### src/rtl/instruction_fetch.sv
// Instruction fetch: owns the PC, reads a 1-cycle-latency instruction memory and
// delivers words over valid/ready, using an output register plus 1-entry skid buffer.
module instruction_fetch #(
  parameter int                ADDR_W   = 8,
  parameter int                DATA_W   = 16,
  parameter logic [ADDR_W-1:0] RESET_PC = '0
) (
  input  logic              clk,
  input  logic              rst_n,
  input  logic              en,
  input  logic              jump,
  input  logic [ADDR_W-1:0] jump_addr,
  output logic              mem_rd,
  output logic [ADDR_W-1:0] mem_address,
  input  logic [DATA_W-1:0] mem_dout,
  output logic              instr_valid,
  input  logic              instr_ready,
  output logic [DATA_W-1:0] instr,
  output logic [ADDR_W-1:0] instr_pc
);

  logic [ADDR_W-1:0] pc_reg;
  logic [ADDR_W-1:0] pending_pc_reg;
  logic              pending_reg;
  logic              drop_reg;

  logic [DATA_W-1:0] instr_reg;
  logic [ADDR_W-1:0] instr_pc_reg;
  logic              instr_valid_reg;

  logic [DATA_W-1:0] skid_data_reg;
  logic [ADDR_W-1:0] skid_pc_reg;
  logic              skid_valid_reg;

  logic stall;
  logic accept;
  logic issue;
  logic ret;

  assign stall  = instr_valid_reg & ~instr_ready;
  assign accept = instr_valid_reg & instr_ready;
  // Issuing only when nothing can back up keeps the skid buffer from overflowing.
  assign issue  = rst_n & en & ~jump & ~skid_valid_reg & ~stall;
  assign ret    = pending_reg & ~drop_reg;

  assign mem_rd      = issue;
  assign mem_address = pc_reg;
  assign instr_valid = instr_valid_reg;
  assign instr       = instr_reg;
  assign instr_pc    = instr_pc_reg;

  always_ff @(posedge clk or negedge rst_n) begin
    if (!rst_n) begin
      pc_reg         <= RESET_PC;
      pending_pc_reg <= '0;
      pending_reg    <= 1'b0;
      drop_reg       <= 1'b0;
    end else begin
      pending_reg <= issue;
      // A read still in flight across a redirect must be discarded when it lands.
      drop_reg    <= jump & issue;
      if (jump) begin
        pc_reg <= jump_addr;
      end else if (issue) begin
        pc_reg         <= pc_reg + ADDR_W'(1);
        pending_pc_reg <= pc_reg;
      end
    end
  end

  always_ff @(posedge clk or negedge rst_n) begin
    if (!rst_n) begin
      instr_reg       <= '0;
      instr_pc_reg    <= '0;
      instr_valid_reg <= 1'b0;
      skid_data_reg   <= '0;
      skid_pc_reg     <= '0;
      skid_valid_reg  <= 1'b0;
    end else if (jump) begin
      instr_valid_reg <= 1'b0;
      skid_valid_reg  <= 1'b0;
    end else if (ret) begin
      if (!instr_valid_reg || (accept && !skid_valid_reg)) begin
        instr_reg       <= mem_dout;
        instr_pc_reg    <= pending_pc_reg;
        instr_valid_reg <= 1'b1;
      end else if (accept) begin
        instr_reg     <= skid_data_reg;
        instr_pc_reg  <= skid_pc_reg;
        skid_data_reg <= mem_dout;
        skid_pc_reg   <= pending_pc_reg;
      end else begin
        skid_data_reg  <= mem_dout;
        skid_pc_reg    <= pending_pc_reg;
        skid_valid_reg <= 1'b1;
      end
    end else if (accept) begin
      if (skid_valid_reg) begin
        instr_reg      <= skid_data_reg;
        instr_pc_reg   <= skid_pc_reg;
        skid_valid_reg <= 1'b0;
      end else begin
        instr_valid_reg <= 1'b0;
      end
    end
  end

  skid_no_overflow: assert property (@(posedge clk) disable iff (!rst_n)
    !(~jump & ret & stall & skid_valid_reg));

endmodule
### config.mk
export PLATFORM = sky130hd
export DESIGN_NAME = instruction_fetch
export DESIGN_NICKNAME = d
export VERILOG_FILES = /design/src/rtl/instruction_fetch.sv
export SDC_FILE = /design/constraint.sdc
export NUM_CORES = 1
export LEC_CHECK = 0
export CAP_MARGIN = 20
export CORE_MARGIN = 2
export CORE_UTILIZATION = 45
export CTS_CLUSTER_DIAMETER = 100
export DETAILED_ROUTE_END_ITERATION = 8
export PLACE_DENSITY = 0.72
export SLEW_MARGIN = 25
export SYNTH_ARGS = -nofsm -noshare
export SYNTH_HDL_FRONTEND = slang
export SYNTH_SLANG_ARGS = --single-unit
### constraint.sdc
create_clock -name clk -period 2.3 [get_ports clk]
set_input_delay 0.46 -clock clk [delete_from_list [all_inputs] [get_ports clk]]
set_output_delay 0.46 -clock clk [all_outputs]
set_load 0.02 [all_outputs]
**Word-level counts from Yosys, hierarchy flattened**

Cells that the tools add are included.

- Register bits after elaboration: 68
- Latch bits: 0
- Memory bits (writable): 0
- Memory bits (read-only): 0
- Memories kept: 0

- $add $sub $neg: 1
- Multiply operators: 0
- Div/mod/pow operators: 0
- Magnitude comparators: 0
- Eq/ne operators: 4
- Shift operators: 0
- Mux-type cells: 22
- Bitwise operators: 14
- Reduce and logical (&&, ||, !) cells: 14

Operators with widths:

| kind | number |
|---|---|
| $mux 16 | 5 |
| $mux 8 | 7 |
| $mux 1 | 10 |
| $reduce_and 3->1 | 3 |
| $add 8x1->8 const B | 1 |
| $and 1x1->1 | 8 |
| $reduce_bool 2->1 | 4 |
| $ne 3x2->1 const B | 2 |
| $ne 3x3->1 const B | 2 |
| $not 1->1 | 6 |
| $reduce_and 4->1 | 1 |
| $reduce_bool 3->1 | 1 |
| $logic_not 1->1 | 2 |
| $reduce_and 2->1 | 1 |
| $logic_and 1x1->1 | 1 |
| $logic_or 1x1->1 | 1 |

**Logic depth before layout (Yosys ltp)**

Gate-level depths: netlist of run 1.

- Depth after elaboration: 6
- Gate-level depth with buffers: 5
- Mapped depth without buffers: 5

**Least setup slack after synthesis of run 1**

No wires, ideal clock.

- Kind: register -> register
- Start: register instr_valid_reg, in the netlist instr_valid
- End: register pending_pc_reg[0]
- Library setup time: 125 ps
- Arrival time: 1713 ps
- Required time: 2175 ps
- Path slack: 462 ps
- Cell stages (with the launch flop): 6
- Path buffers: 1
- Path through: dfrtp_1 -> nor2b_4 -> or3_1 -> buf_2 -> nor2_8 -> mux2_2

- Longest elaborated chain between the ends: 4

RTL lines:

| element | RTL line | source |
|---|---|---|
| from (decl) | 29 | `logic instr_valid_reg;` |
| from (signal assigned) | 75 | `instr_valid_reg <= 1'b0;` |
| from (signal assigned) | 80 | `instr_valid_reg <= 1'b0;` |
| from (signal assigned) | 86 | `instr_valid_reg <= 1'b1;` |
| $and 1x1->1 | 40 | `assign stall = instr_valid_reg & ~instr_ready;` |
| $not 1->1 | 43 | `assign issue = rst_n & en & ~jump & ~skid_valid_reg & ~stall;` |
| $and 1x1->1 | 43 |  |
| named net mem_rd | 13 | `output logic mem_rd,` |
| $reduce_and 2->1 (no source line) | -- |  |
| to (signal assigned) | 66 | `pending_pc_reg <= pc_reg;` |
| to (decl) | 23 | `logic [ADDR_W-1:0] pending_pc_reg;` |

The timed path passes the listed nets, and every way through them passes these cells.
A chain may end at the register's enable or synchronous reset.

**Final worst setup path of run 1**

- Start: input instr_ready
- End: output mem_rd

- Longest elaborated chain between the ends: 4

RTL lines:

| element | RTL line | source |
|---|---|---|
| from (decl) | 17 | `input logic instr_ready,` |
| $not 1->1 | 40 |  |
| $and 1x1->1 | 40 |  |
| $not 1->1 | 43 |  |
| $and 1x1->1 | 43 |  |
| to (decl) | 13 |  |

Every way passes these cells.

==> results.md, run 1 <==
* GRT overflow at 0
* Crit share post-route at 0.9765
* Clock buffer depth at 2
* CP max FO at 2
* Area Overhead vs Synth at 32.71%
* Power per cell area at 804.5 nW/um2
* Total iterations of the first detailed-routing run at 4
* Worst reg-to-reg setup slack at 0.59 ns
* Clk pin slew, worst setup/hold paths at 0.07 ns
* Largest net degree at the start of global routing at 69
* Crit-path slowest cell: clkdlybuf4s50_1
* Fill cells at 520
* Comb pwr share at 0.237
* CTS Root Cell: clkbuf_8
* R2R cell count at 4
* Max Used Layer: met4
* Routability cong. at 0.7382
* DR WL/cell at 14.24 um
* Antenna violations before repair at 0
* Die Area at 7217 um2
* CTS Hold Bufs at 0
* Metal2 WL at 2543 um
* Hpwl dp at 3725 um
* Metal3 WL at 272 um
* Cell Area, Placed at 3724 um2
* Int Pwr at 2.281 mW
* Syn_nets at 271
* Vias at 2,018
* RSZ-0062 raised after global routing: no
* Relative slew slack at 0.4436
* Die Width at 84.96 um
* FF-to-FF Start: drop_reg
* Hold Crit Class: primary input to async pin
* Number of global-route vias before repair at 2,052
* Postcts setup bufs at 0
* Fmax achieved at 445.2 MHz
* Sequential share of the synthesized area at 0.5770
* Final WL at 5597 um
* DRT met1 WL at 2661 um
* Switching Fraction at 0.2754
* CTS tree: built
* Top cell family by delay on the critical path: buffers and inverters
* Clock Skew at 0.006491 ns
* CP cell instances: clkdlybuf4s50_1 > nor2b_4 > or3_4 > nor2_8 > clkdlybuf4s15_2
* FF-to-FF End: skid_data_reg[1]
* Mapped Cells at 241
* Crit path launch type: primary input
* DRT iter0 DRCs at 65
* First-pass GRT wire length at 9370 um
* Max-slew violations at 0
* Htree depth at 3
* CP arrival at 1.79 ns
* DRC viols at 0
* Core Region at 6350 um2
* NumNets Final at 342
* Starting Density at 0.4644
* Crit-path max cell delay at 0.52 ns
* Setup-failing EPs final at 0
* Average size of a mapped cell at 12.24 um2
* # port buffers at 62
* CTS resizes at 4
* ANT cells at 0
* Clk pwr share at 0.293
* Overall Global Routing Usage at 0.1662
* Slew @ Worst Pin at 0.8346 ns
* Share of cells above drive strength 1 at 0.2025
* Total of max-cap violations at 0
* Min cycle time layout at 2.246 ns
* Peak supply drop at 570.5 uV
* Clock Sinks at 68
* ANT nets after route at 0
* Critical path endpoint category: output pin
* Status: finished, final reports clean
* Crit Path Class: primary input to output pin
* Number of top-level pins at 63
* Psw at 0.8672 mW
* Die height at 84.96 um
* Vias per inst at 5.135
* Row count at 29
* Hold Vio Cnt, Final at 0
* Ys Warns at 0
* #FFs+latches synth at 68
* Leading cell type in the layout, fill and taps excluded: dfrtp_1
* Leakage at 1.658 nW
* Crit path buf inv count at 2
* Worst path required time at 1.84 ns
* Reg power frac at 0.469
* Most frequent cells in the layout: 68 x dfrtp_1, 60 x clkdlybuf4s50_1, 32 x mux2_2
* Cell area after synthesis at 2949 um2
* CP startpoint: instr_ready
* Overall Power at 3.149 mW
* Final instance area at 3914 um2
* Count of cell types in the netlist at 32
* CP Capture Point: mem_rd
* Crit. path cell count at 5
* CTS Buf Count at 9
* Worst-Skew Late Latency at 0.33 ns
==> worst min-delay path by stage <==
stage                          start           endpoint  cells after the start
detailed placement  skid_data_reg[3]   skid_data_reg[3]                      1
floorplan                      rst_n           drop_reg                      0
global route                   rst_n        instr_pc[1]                      2
CTS                            rst_n  pending_pc_reg[1]                      2
finish                         rst_n        instr_valid                      2
global placement    skid_data_reg[0]   skid_data_reg[0]                      1
==> kinds of logic after synthesis <==
group | share of synthesized area
flip-flops | 0.5770
AND/OR/NAND/NOR | 0.09589
buffers and inverters | 0.02757
multiplexers | 0.2070
XOR/XNOR | 0.01782
adder cells (fa/ha/maj) | 0.004242
AO/OA/AOI/OAI | 0.06916
other | 0.001272
==> Yosys cell counts, drive strengths merged <==
master   count  area, um2
a211oi       1      7.510
conb         1      3.750
and4bb       1      12.51
mux2        32      360.4
o21ai        8      40.04
xnor2        5      43.79
mux2i       25      250.2
a31oi        1      6.260
clkbuf       4      15.01
ha           1      12.51
nor2b        2      20.02
nand4b       1      8.760
nor4         2      18.77
buf          9      62.55
a2bb2oi      1      8.760
or3          1      6.260
a21oi       26      133.9
nand2b       3      18.77
nor2        26      113.9
xor2         1      8.760
a22oi        1      7.510
nand2       16      60.06
nor3         3      15.01
dfrtp       68       1702
nor4b        1      8.760
inv          1      3.750
==> worst reg2reg max path, cell delays in order, from the launching register on <==
cell	delay, ns
dfrtp_1	0.38
nand2b_1	0.27
and4bb_2	0.40
buf_12	0.19
mux2_2	0.37
==> metal layers <==
metal / global-route usage / up-vias
li1: - / 979
met3: 0.03794 / 11
met2: 0.2635 / 57
met1: 0.2128 / 971
met4: 0.08802 / 0
met5: 0 / -
==> final cells by class <==
type / instances / area [um2] / share of cell area
multi-input cells: 159 / 1191 / 0.3043
clock inverters: 2 / 35.03 / 0.008951
flip-flops and latches: 68 / 1702 / 0.4348
well taps: 77 / 96.34 / 0.02462
repair buffers: 73 / 737.0 / 0.1883
clock buffers: 13 / 148.9 / 0.03804
inverters: 1 / 3.754 / 0.0009591
==> power groups by stage <==
stage          combinational [mW]  sequential [mW]  clock (mW)
2_1_floorplan               0.206             1.65           0
3_3_place_gp                0.741             1.50           0
3_5_place_dp                0.755             1.50           0
4_1_cts                     0.758             1.48       0.948
5_1_grt                     0.805             1.50       0.996
6_report                    0.747             1.48       0.924
==> through the flow <==
| step | instances | setup TNS, ns | hold WS (ns) | util | worst slack (ns) |
|---|---|---|---|---|---|
| floorplan | 241 | 0 | 0.1644 | - | 0.4623 |
| global placement | 378 | -0.3449 | 0.4877 | 0.5864 | -0.3449 |
| detailed placement | 378 | -0.3555 | 0.4947 | 0.5864 | -0.3555 |
| CTS | 393 | 0 | 0.4002 | 0.6164 | 0.04598 |
| global route | 393 | 0 | 0.4570 | 0.6164 | 0.02103 |
| finish | 393 | 0 | 0.3548 | 0.6164 | 0.05394 |
No activity file was read; power rests on OpenSTA's default activity.
==> inputs of run 2 (changes only) <==
--- a/config.mk
+++ b/config.mk
@@ -11,6 +11,7 @@
 export CTS_CLUSTER_DIAMETER = 100
 export DETAILED_ROUTE_END_ITERATION = 8
 export PLACE_DENSITY = 0.72
+export SKIP_CTS_REPAIR_TIMING = 1
 export SLEW_MARGIN = 25
 export SYNTH_ARGS = -nofsm -noshare
 export SYNTH_HDL_FRONTEND = slang
==> run 2 against run 1 <==
Utilization is 0.18 points lower. Critical path type unchanged. Flip-flop and latch count is the same. Non-clock buffer count stayed put. Global-route usage hardly changed. Total power barely moved. Count of clock-buffer cells in the layout unchanged.
==> results.md, run 2 (synthesis results as in run 1) <==
* Status: finished, final reports clean
* FF-to-FF End: pending_pc_reg[3]
* Vias at 2,025
* NumNets Final at 342
* Final WL at 5596 um
* CTS Buf Count at 9
* Die Area at 7217 um2
* # port buffers at 62
* Setup-failing EPs final at 0
* Fill cells at 522
* ANT nets after route at 0
* CTS Root Cell: clkbuf_8
* GRT overflow at 0
* Die height at 84.96 um
* Starting Density at 0.4644
* Fmax achieved at 450.3 MHz
* Leading cell type in the layout, fill and taps excluded: dfrtp_1
* Core Region at 6350 um2
* Setup tns final at 0 ns
* CP arrival at 1.76 ns
* Worst-Skew Late Latency at 0.33 ns
* Register area at 1702 um2
* Area Overhead vs Synth at 32.33%
* Die Width at 84.96 um
* FF-to-FF Start: instr_valid
* Overall Global Routing Usage at 0.1664
* Slew @ Worst Pin at 0.8242 ns
* Critical path endpoint category: output pin
* Final instance area at 3902 um2
* Power per cell area at 806.8 nW/um2
* Min cycle time layout at 2.221 ns
* Total iterations of the first detailed-routing run at 4
* DRC viols at 0
* DRT iter0 DRCs at 74
* Row count at 29
* CTS tree: built
* Hold Vio Cnt, Final at 0
* Clock Skew at 0.006459 ns
* Vias per inst at 5.153
* Crit share post-route at 0.9655
* Crit path launch type: primary input
* Clock buffer depth at 2
* Leakage at 1.657 nW
* Number of global-route vias before repair at 2,058
* R2R cell count at 5
* Worst path required time at 1.84 ns
* Number of top-level pins at 63
* ANT cells at 0
* Clk pin slew, worst setup/hold paths at 0.07 ns
* RSZ-0062 raised after global routing: no
* Routability cong. at 0.7382
* Hpwl dp at 3725 um
* CP max FO at 2
* Antenna violations before repair at 0
* First-pass GRT wire length at 9384 um
* Peak supply drop at 571.3 uV
* Total of max-cap violations at 0
* Share of cells above drive strength 1 at 0.1994
* Area of the multi-input gates at 1186 um2
* Clock Sinks at 68
* DR WL/cell at 14.24 um
* Worst reg-to-reg setup slack at 0.58 ns
* Cell Area, Placed at 3724 um2
* Largest net degree at the start of global routing at 69
* Htree depth at 3
* Hold Crit Class: primary input to async pin
* Relative slew slack at 0.4505
* Most frequent cells in the layout: 68 x dfrtp_1, 60 x clkdlybuf4s50_1, 32 x mux2_2
* Crit Path Class: primary input to output pin
* Max-slew violations at 0
-- run 2: worst max path at each step --
stage | start | endpoint | slack (ns) | cells past startpoint
floorplan | instr_valid | pending_pc_reg[0] | 0.46 | 5
global placement | instr_ready | mem_rd | -0.34 | 5
detailed placement | instr_ready | mem_rd | -0.36 | 5
CTS | instr_ready | mem_rd | -0.36 | 5
global route | instr_ready | mem_rd | 0.04 | 5
finish | instr_ready | mem_rd | 0.08 | 5
-- run 2: stage by stage --
stage | instances | total power, mW | util | setup WS, ns | hold slack [ns]
floorplan | 241 | 1.853 | - | 0.4623 | 0.1644
global placement | 378 | 2.237 | 0.5864 | -0.3449 | 0.4877
detailed placement | 378 | 2.258 | 0.5864 | -0.3555 | 0.4947
CTS | 393 | 3.186 | 0.6154 | -0.3608 | 0.4002
global route | 393 | 3.304 | 0.6146 | 0.03732 | 0.4570
finish | 393 | 3.149 | 0.6146 | 0.07938 | 0.3711
-- run 2: final cells by class --
class,instances,share of cell area
clock buffer,13,0.03815
clock inverter,2,0.008977
inverter,1,0.0009618
multi-input combinational,159,0.3039
sequential,68,0.4360
tap,77,0.02469
timing repair buffer,73,0.1872
-- run 2: worst max-delay path: stages --
cell,delay (ns)
clkdlybuf4s50_1,0.53
nor2b_4,0.05
or3_1,0.44
nor2_8,0.11
clkbuf_2,0.17
-- run 2: layer usage --
| metal | vias to the layer above | track usage | share of wire |
|---|---|---|---|
| met3 | 11 | 0.03794 | 0.048 |
| met4 | 0 | 0.08802 | 0.021 |
| li1 | 979 | - | - |
| met2 | 59 | 0.2642 | 0.45 |
| met5 | - | 0 | 0 |
| met1 | 976 | 0.2128 | 0.48 |
-- run 2: power breakdown --
group | leakage, nW | internal, mW | switching (mW)
Sequential | 0.866 | 1.37 | 0.108
Clock | 0.0935 | 0.524 | 0.401
Combinational | 0.698 | 0.386 | 0.359
